`src/rtl/midi_pkg.sv`:
```
// Shared MIDI constants, event layout and FSM encoding.
// Used by the TX encoder and the far-end parser.
package midi_pkg;

  localparam logic [7:0] MIDI_NOTE_OFF    = 8'h80;
  localparam logic [7:0] MIDI_NOTE_ON     = 8'h90;
  localparam logic [7:0] MIDI_STATUS_MASK = 8'hF0;

  localparam int MIDI_EVT_W = 15;

  typedef struct packed {
    logic       note_on;
    logic [6:0] note;
    logic [6:0] vel;
  } midi_evt_t;

  typedef enum logic [2:0] {
    ST_IDLE,
    ST_SEND_ST,
    ST_WAIT_ST,
    ST_SEND_D1,
    ST_WAIT_D1,
    ST_SEND_D2,
    ST_WAIT_D2
  } midi_state_e;

  function automatic logic [7:0] midi_status(
    input logic       note_on,
    input logic [3:0] ch
  );
    logic [7:0] base;
    base = note_on ? MIDI_NOTE_ON : MIDI_NOTE_OFF;
    return (base & MIDI_STATUS_MASK) | {4'h0, ch};
  endfunction

endpackage

```
`src/rtl/midi_tx_encoder_if.sv`:
```
// Event valid/ready port plus UART TX byte handshake.
// master = producer/UART side, slave = encoder.
interface midi_tx_encoder_if;

  logic       evt_valid;
  logic       evt_ready;
  logic       evt_note_on;
  logic [6:0] evt_note;
  logic [6:0] evt_vel;
  logic       tx_dv;
  logic [7:0] tx_byte;
  logic       tx_active;
  logic       tx_done;

  modport master (
    output evt_valid, evt_note_on, evt_note, evt_vel,
    output tx_active, tx_done,
    input  evt_ready, tx_dv, tx_byte
  );

  modport slave (
    input  evt_valid, evt_note_on, evt_note, evt_vel,
    input  tx_active, tx_done,
    output evt_ready, tx_dv, tx_byte
  );

endinterface

```
`src/rtl/midi_evt_fifo.sv`:
```
// Synchronous event FIFO, no fall-through.
// Flags come straight from the occupancy register.
module midi_evt_fifo
  import midi_pkg::*;
#(
  parameter int DEPTH = 4,
  parameter int W     = MIDI_EVT_W
) (
  input  logic         clk,
  input  logic         rst,
  input  logic         push,
  input  logic [W-1:0] din,
  input  logic         pop,
  output logic [W-1:0] dout,
  output logic         full,
  output logic         empty
);

  localparam int AW = (DEPTH > 1) ? $clog2(DEPTH) : 1;

  logic [W-1:0]  mem [DEPTH];
  logic [AW-1:0] wr_ptr;
  logic [AW-1:0] rd_ptr;
  logic [AW:0]   count;
  logic          wr_en;
  logic          rd_en;

  assign full  = (count == (AW+1)'(DEPTH));
  assign empty = (count == '0);
  assign wr_en = push && !full;
  assign rd_en = pop && !empty;
  assign dout  = mem[rd_ptr];

  always_ff @(posedge clk) begin
    if (rst) begin
      wr_ptr <= '0;
      rd_ptr <= '0;
      count  <= '0;
    end else begin
      if (wr_en) wr_ptr <= wr_ptr + 1'b1;
      if (rd_en) rd_ptr <= rd_ptr + 1'b1;
      if (wr_en && !rd_en)
        count <= count + 1'b1;
      else if (rd_en && !wr_en)
        count <= count - 1'b1;
    end
  end

  always_ff @(posedge clk) begin
    if (wr_en) mem[wr_ptr] <= din;
  end

endmodule

```
`src/rtl/midi_tx_encoder.sv`:
```
// Event FIFO -> 3-byte MIDI channel message -> UART TX.
// `MIDI_RUNNING_STATUS_EN drops repeated status bytes.
module midi_tx_encoder
  import midi_pkg::*;
#(
  parameter int FIFO_DEPTH   = 4,
  parameter int MIDI_CHANNEL = 0
) (
  input  logic               clk,
  input  logic               rst,
  midi_tx_encoder_if.slave   bus,
  output logic               busy
);

  localparam logic [3:0] CH = 4'(MIDI_CHANNEL);

  midi_state_e state;
  midi_state_e state_nx;

  midi_evt_t             in_evt;
  midi_evt_t             head;
  midi_evt_t             cur;
  logic [MIDI_EVT_W-1:0] fifo_dout;
  logic                  full;
  logic                  empty;
  logic                  pop;
  logic                  skip_st;
  logic [7:0]            head_st;
  logic [7:0]            cur_st;

  assign in_evt = {bus.evt_note_on, bus.evt_note, bus.evt_vel};
  assign head   = fifo_dout;
  assign pop    = (state == ST_IDLE) && !empty;

  assign head_st = midi_status(head.note_on, CH);
  assign cur_st  = midi_status(cur.note_on, CH);

  assign bus.evt_ready = !full;
  assign busy          = (state != ST_IDLE) || !empty;

  midi_evt_fifo #(
    .DEPTH (FIFO_DEPTH),
    .W     (MIDI_EVT_W)
  ) u_fifo (
    .clk   (clk),
    .rst   (rst),
    .push  (bus.evt_valid),
    .din   (in_evt),
    .pop   (pop),
    .dout  (fifo_dout),
    .full  (full),
    .empty (empty)
  );

`ifdef MIDI_RUNNING_STATUS_EN
  // 8'h00 is never a valid status, so the first message always sends one
  logic [7:0] last_status;

  always_ff @(posedge clk) begin
    if (rst)
      last_status <= 8'h00;
    else if (state == ST_SEND_ST && bus.tx_dv)
      last_status <= cur_st;
  end

  assign skip_st = (head_st == last_status);
`else
  assign skip_st = 1'b0;
`endif

  always_ff @(posedge clk) begin
    if (rst) begin
      state <= ST_IDLE;
      cur   <= '0;
    end else begin
      state <= state_nx;
      if (pop) cur <= head;
    end
  end

  always_comb begin
    state_nx = state;
    unique case (state)
      ST_IDLE:
        if (!empty)
          state_nx = skip_st ? ST_SEND_D1 : ST_SEND_ST;
      ST_SEND_ST:
        if (!bus.tx_active) state_nx = ST_WAIT_ST;
      ST_WAIT_ST:
        if (bus.tx_done) state_nx = ST_SEND_D1;
      ST_SEND_D1:
        if (!bus.tx_active) state_nx = ST_WAIT_D1;
      ST_WAIT_D1:
        if (bus.tx_done) state_nx = ST_SEND_D2;
      ST_SEND_D2:
        if (!bus.tx_active) state_nx = ST_WAIT_D2;
      ST_WAIT_D2:
        if (bus.tx_done) state_nx = ST_IDLE;
      default:
        state_nx = ST_IDLE;
    endcase
  end

  always_comb begin
    bus.tx_dv   = 1'b0;
    bus.tx_byte = 8'h00;
    unique case (state)
      ST_SEND_ST: begin
        bus.tx_dv   = !bus.tx_active;
        bus.tx_byte = cur_st;
      end
      ST_SEND_D1: begin
        bus.tx_dv   = !bus.tx_active;
        bus.tx_byte = {1'b0, cur.note};
      end
      ST_SEND_D2: begin
        bus.tx_dv   = !bus.tx_active;
        bus.tx_byte = {1'b0, cur.vel};
      end
      default: ;
    endcase
  end

endmodule

```
`src/flat_wrapper.sv`:
```
// flat-port wrapper written by rule: the top's interface ports become plain ports
module midi_tx_encoder_flat import midi_pkg::*;
#(
  parameter int FIFO_DEPTH   = 4,
  parameter int MIDI_CHANNEL = 0
)
  (clk, rst, busy, bus_evt_valid, bus_evt_note_on, bus_evt_note, bus_evt_vel, bus_tx_active, bus_tx_done, bus_evt_ready, bus_tx_dv, bus_tx_byte);
  midi_tx_encoder_if bus_i ();
  input  logic clk;
  input  logic rst;
  output logic busy;
  input wire logic [$bits(bus_i.evt_valid)-1:0] bus_evt_valid;
  input wire logic [$bits(bus_i.evt_note_on)-1:0] bus_evt_note_on;
  input wire logic [$bits(bus_i.evt_note)-1:0] bus_evt_note;
  input wire logic [$bits(bus_i.evt_vel)-1:0] bus_evt_vel;
  input wire logic [$bits(bus_i.tx_active)-1:0] bus_tx_active;
  input wire logic [$bits(bus_i.tx_done)-1:0] bus_tx_done;
  output wire logic [$bits(bus_i.evt_ready)-1:0] bus_evt_ready;
  output wire logic [$bits(bus_i.tx_dv)-1:0] bus_tx_dv;
  output wire logic [$bits(bus_i.tx_byte)-1:0] bus_tx_byte;
  assign bus_i.evt_valid = bus_evt_valid;
  assign bus_i.evt_note_on = bus_evt_note_on;
  assign bus_i.evt_note = bus_evt_note;
  assign bus_i.evt_vel = bus_evt_vel;
  assign bus_i.tx_active = bus_tx_active;
  assign bus_i.tx_done = bus_tx_done;
  assign bus_evt_ready = bus_i.evt_ready;
  assign bus_tx_dv = bus_i.tx_dv;
  assign bus_tx_byte = bus_i.tx_byte;
  midi_tx_encoder #(.FIFO_DEPTH(FIFO_DEPTH), .MIDI_CHANNEL(MIDI_CHANNEL)) u_core (.clk(clk), .rst(rst), .bus(bus_i), .busy(busy));
endmodule
```
`config.mk`:
```
export PLATFORM = sky130hd
export DESIGN_NAME = midi_tx_encoder_flat
export DESIGN_NICKNAME = d
export VERILOG_FILES = /design/src/rtl/midi_pkg.sv /design/src/rtl/midi_tx_encoder_if.sv /design/src/rtl/midi_evt_fifo.sv /design/src/rtl/midi_tx_encoder.sv /design/src/flat_wrapper.sv
export SDC_FILE = /design/constraint.sdc
export NUM_CORES = 1
export LEC_CHECK = 0
export CELL_PAD_IN_SITES_DETAIL_PLACEMENT = 0
export CELL_PAD_IN_SITES_GLOBAL_PLACEMENT = 2
export CORE_MARGIN = 8
export CORE_UTILIZATION = 45
export CTS_CLUSTER_SIZE = 14
export DETAILED_ROUTE_END_ITERATION = 12
export DONT_BUFFER_PORTS = 1
export PLACE_DENSITY = 0.89
export SETUP_SLACK_MARGIN = 0.4
export SLEW_MARGIN = 15
export SYNTH_ARGS = -nofsm -noshare
export SYNTH_HDL_FRONTEND = slang
export SYNTH_SLANG_ARGS = --single-unit
```
`constraint.sdc`:
```
create_clock -name clk -period 2.8 [get_ports clk]
set_input_delay 0.84 -clock clk [delete_from_list [all_inputs] [get_ports clk]]
set_output_delay 0.84 -clock clk [all_outputs]
set_load 0.05 [all_outputs]
```
==> results.md <==
- Status: completed
- Total congestion overflow: 0
- Setup crit start: u_core.state[0]
- Gate Count Post-Synth: 240
- CP arrival: 1470 ps
- Vias in the first global route: 1957
- Worst setup SP type: flop
- Global-route wire length before repair: 10300 um
- CTS Buf Count: 9
- Tcrit/Tclk final: 0.825
- Clock buffer depth: 2
- Main synth FF type: edfxtp_1
- XOR/XNOR share of the synthesized area: 0.00505
- #FFs+latches synth: 85
- Clk sink count: 85
- Combinational family with the most area after synthesis: multiplexers
- Leakage: 1.32 nW
- Fin area: 3940 um^2
- Multiplexer share of the synthesized area: 0.106
- Hold crit path type: flop to flop
- Max frequency: 0.433 GHz
- Syn_area_per_cell: 14.5 um^2
- Final Util: 0.518
- Gr usage total: 0.120
- DRT Pass-1 Iters: 4
- Port buffer count: 0
- Post-route DRC: 0
- Die H: 104 um
- Die area: 10800 um^2
- Clock skew: 14.4 ps
- Worst Setup End Kind: output pin
- Fin. max-slew vios: 0
- Largest net degree at the start of global routing: 27
- FF-to-FF Start: u_core.u_fifo.count[1]
- P per Cell Area: 940 nW/um^2
- Required time at the worst-slack endpoint: 1960 ps
- Placed cell area: 3650 um^2
- Critical path peak fanout: 14
- Vias post-DR: 1891
- Seq/Total Area, Yosys: 0.663
- Most frequent cells in the layout: 60 x edfxtp_1, 22 x dfxtp_1, 21 x o21ai_0
- Area grow syn2layout: 13.4%
- Number of synthesized flops with an enable pin: 60
- WHS: 480 ps
- Synth cell types: 30
- Total Power: 3.70 mW
- Synth Warn #: 0
- Post-Synth Simple-Gate Area: 0.0865
- Clock-pin slew on the worst setup and hold paths: 90 ps
- CTS tree: yes
- Die Wd: 104 um
- DP HPWL: 4060 um
- Synth Area in Compound Gates: 0.0844
- Top cells by area, synth: edfxtp_1 52%, dfxtp_1 14%, mux4_2 9.7%
- Vias per inst: 5.25
- Final hold vios: 0
- Post-synth top area cell: edfxtp_1
- H-tree Lvls: 3
- Area of the core: 7610 um^2
- Clk_lat worst skew: 360 ps
- Worst slew pin tran: 743 ps
- Site Rows: 32
- Commonest non-fill, non-tap cell in the layout: edfxtp_1
- Synth Net Count: 266
- Post-synth ARST share: 0
- Post-synth top area share: 0.519
- Detail Route Antenna Nets: 0
- Final nets: 279
- Share of layout cells above drive strength 1: 0.267
- IO Count: 31
- Synthesized area: 3470 um^2
- Hold_sp: u_core.cur[6]
- WL/cell: 17.0 um
- Post-layout min period: 2310 ps
- Adder-cell area share of the yosys netlist: 0.0238
- Worst vdd ir: 0.387 mV
- Clock root buffer: clkbuf_8
- Max Cap Violations: 0
- Final setup violation count: 0
- Final setup TNS: 0 ps
- RSZ-0062 raised after global routing: yes
- Worst R2R Setup Slack: 710 ps
- Gpl congestion: 0.709
- Ant diodes: 0
- Slew headroom: 0.504
- Initial Utilization: 0.456
- Final wirelength: 6130 um
- Iter 0 DRT Violations: 144
- Crit path kind: flop to output pin
- Initial antenna violation count: 0
-- flip-flops by register name, indices dropped and copies added, names as in the netlist --
name	count
u_core.u_fifo.count	3
u_core.state	3
u_core.u_fifo.mem	60
u_core.u_fifo.wr_ptr	2
u_core.cur	15
u_core.u_fifo.rd_ptr	2
-- cells by family after synthesis --
family	after synthesis
AOI/OAI and AO/OA	52
xor gates and xnor gates	2
adders and majority gates	6
buffers and inverters	23
DFF	85
muxes	18
and+or+nand+nor	54
-- synth_stat cells (all sizes together), types with 2 or more instances --
master and instances:
or3 4, xor2 2, a22oi 7, nand3 18, ha 5, clkbuf 8, and3 4, nor2 9
dfxtp 25, and2 2, a21oi 20, o21ai 21, buf 9, nor2b 11, edfxtp 60, inv 6
nand2 3, mux4 15, nor3 2, mux2i 2
-- critical path: stages (launching register included) --
cell      delay (ps)
dfxtp_2          460
nor2b_2          270
a21boi_2         180
buf_4            200
-- stage by stage --
stage | instances | worst slack (ps)
after global routing | 360 | 381
after CTS | 357 | 403
after floorplan | 240 | 369
after detailed placement | 341 | 454
after global placement | 341 | 476
final | 360 | 489
-- cell type report --
class                      count  area [um^2]
tap                          102          128
timing repair buffer          19          143
multi-input combinational    132         1100
sequential                    85         2310
inverter                       6         22.5
clock inverter                 7          105
clock buffer                   9          124
fill                         678         3670
-- report_power, final --
group,total (mW),switching [mW],internal [mW]
registers,1.68,0.139,1.54
logic,1.05,0.584,0.464
clock network,0.972,0.456,0.516
total,3.70,1.18,2.52
-- routing by layer --
metal | vias up | track usage | wire length [um]
met4 | 0 | 0.0589 | 122
li1 | 938 | - | -
met2 | 42 | 0.178 | 2790
met3 | 12 | 0.0458 | 384
met1 | 899 | 0.152 | 2830
met5 | - | 0 | 0
-- final timing paths --
| check | end | cells past startpoint |
|---|---|---|
| hold reg to reg | u_core.cur[6] | 2 |
| setup reg to reg | u_core.u_fifo.count[2] | 8 |
| hold / removal | u_core.cur[6] | 2 |
| setup / recovery | bus_tx_dv | 3 |
-- what timing repair did --
item,CTS,global route
hold buffers,0,0
setup buffers,0,3
gates resized for setup,8,5
endpoints found under the setup margin,8,9
pin swaps,0,0
Note: power is estimated with default switching activity, not from simulation.
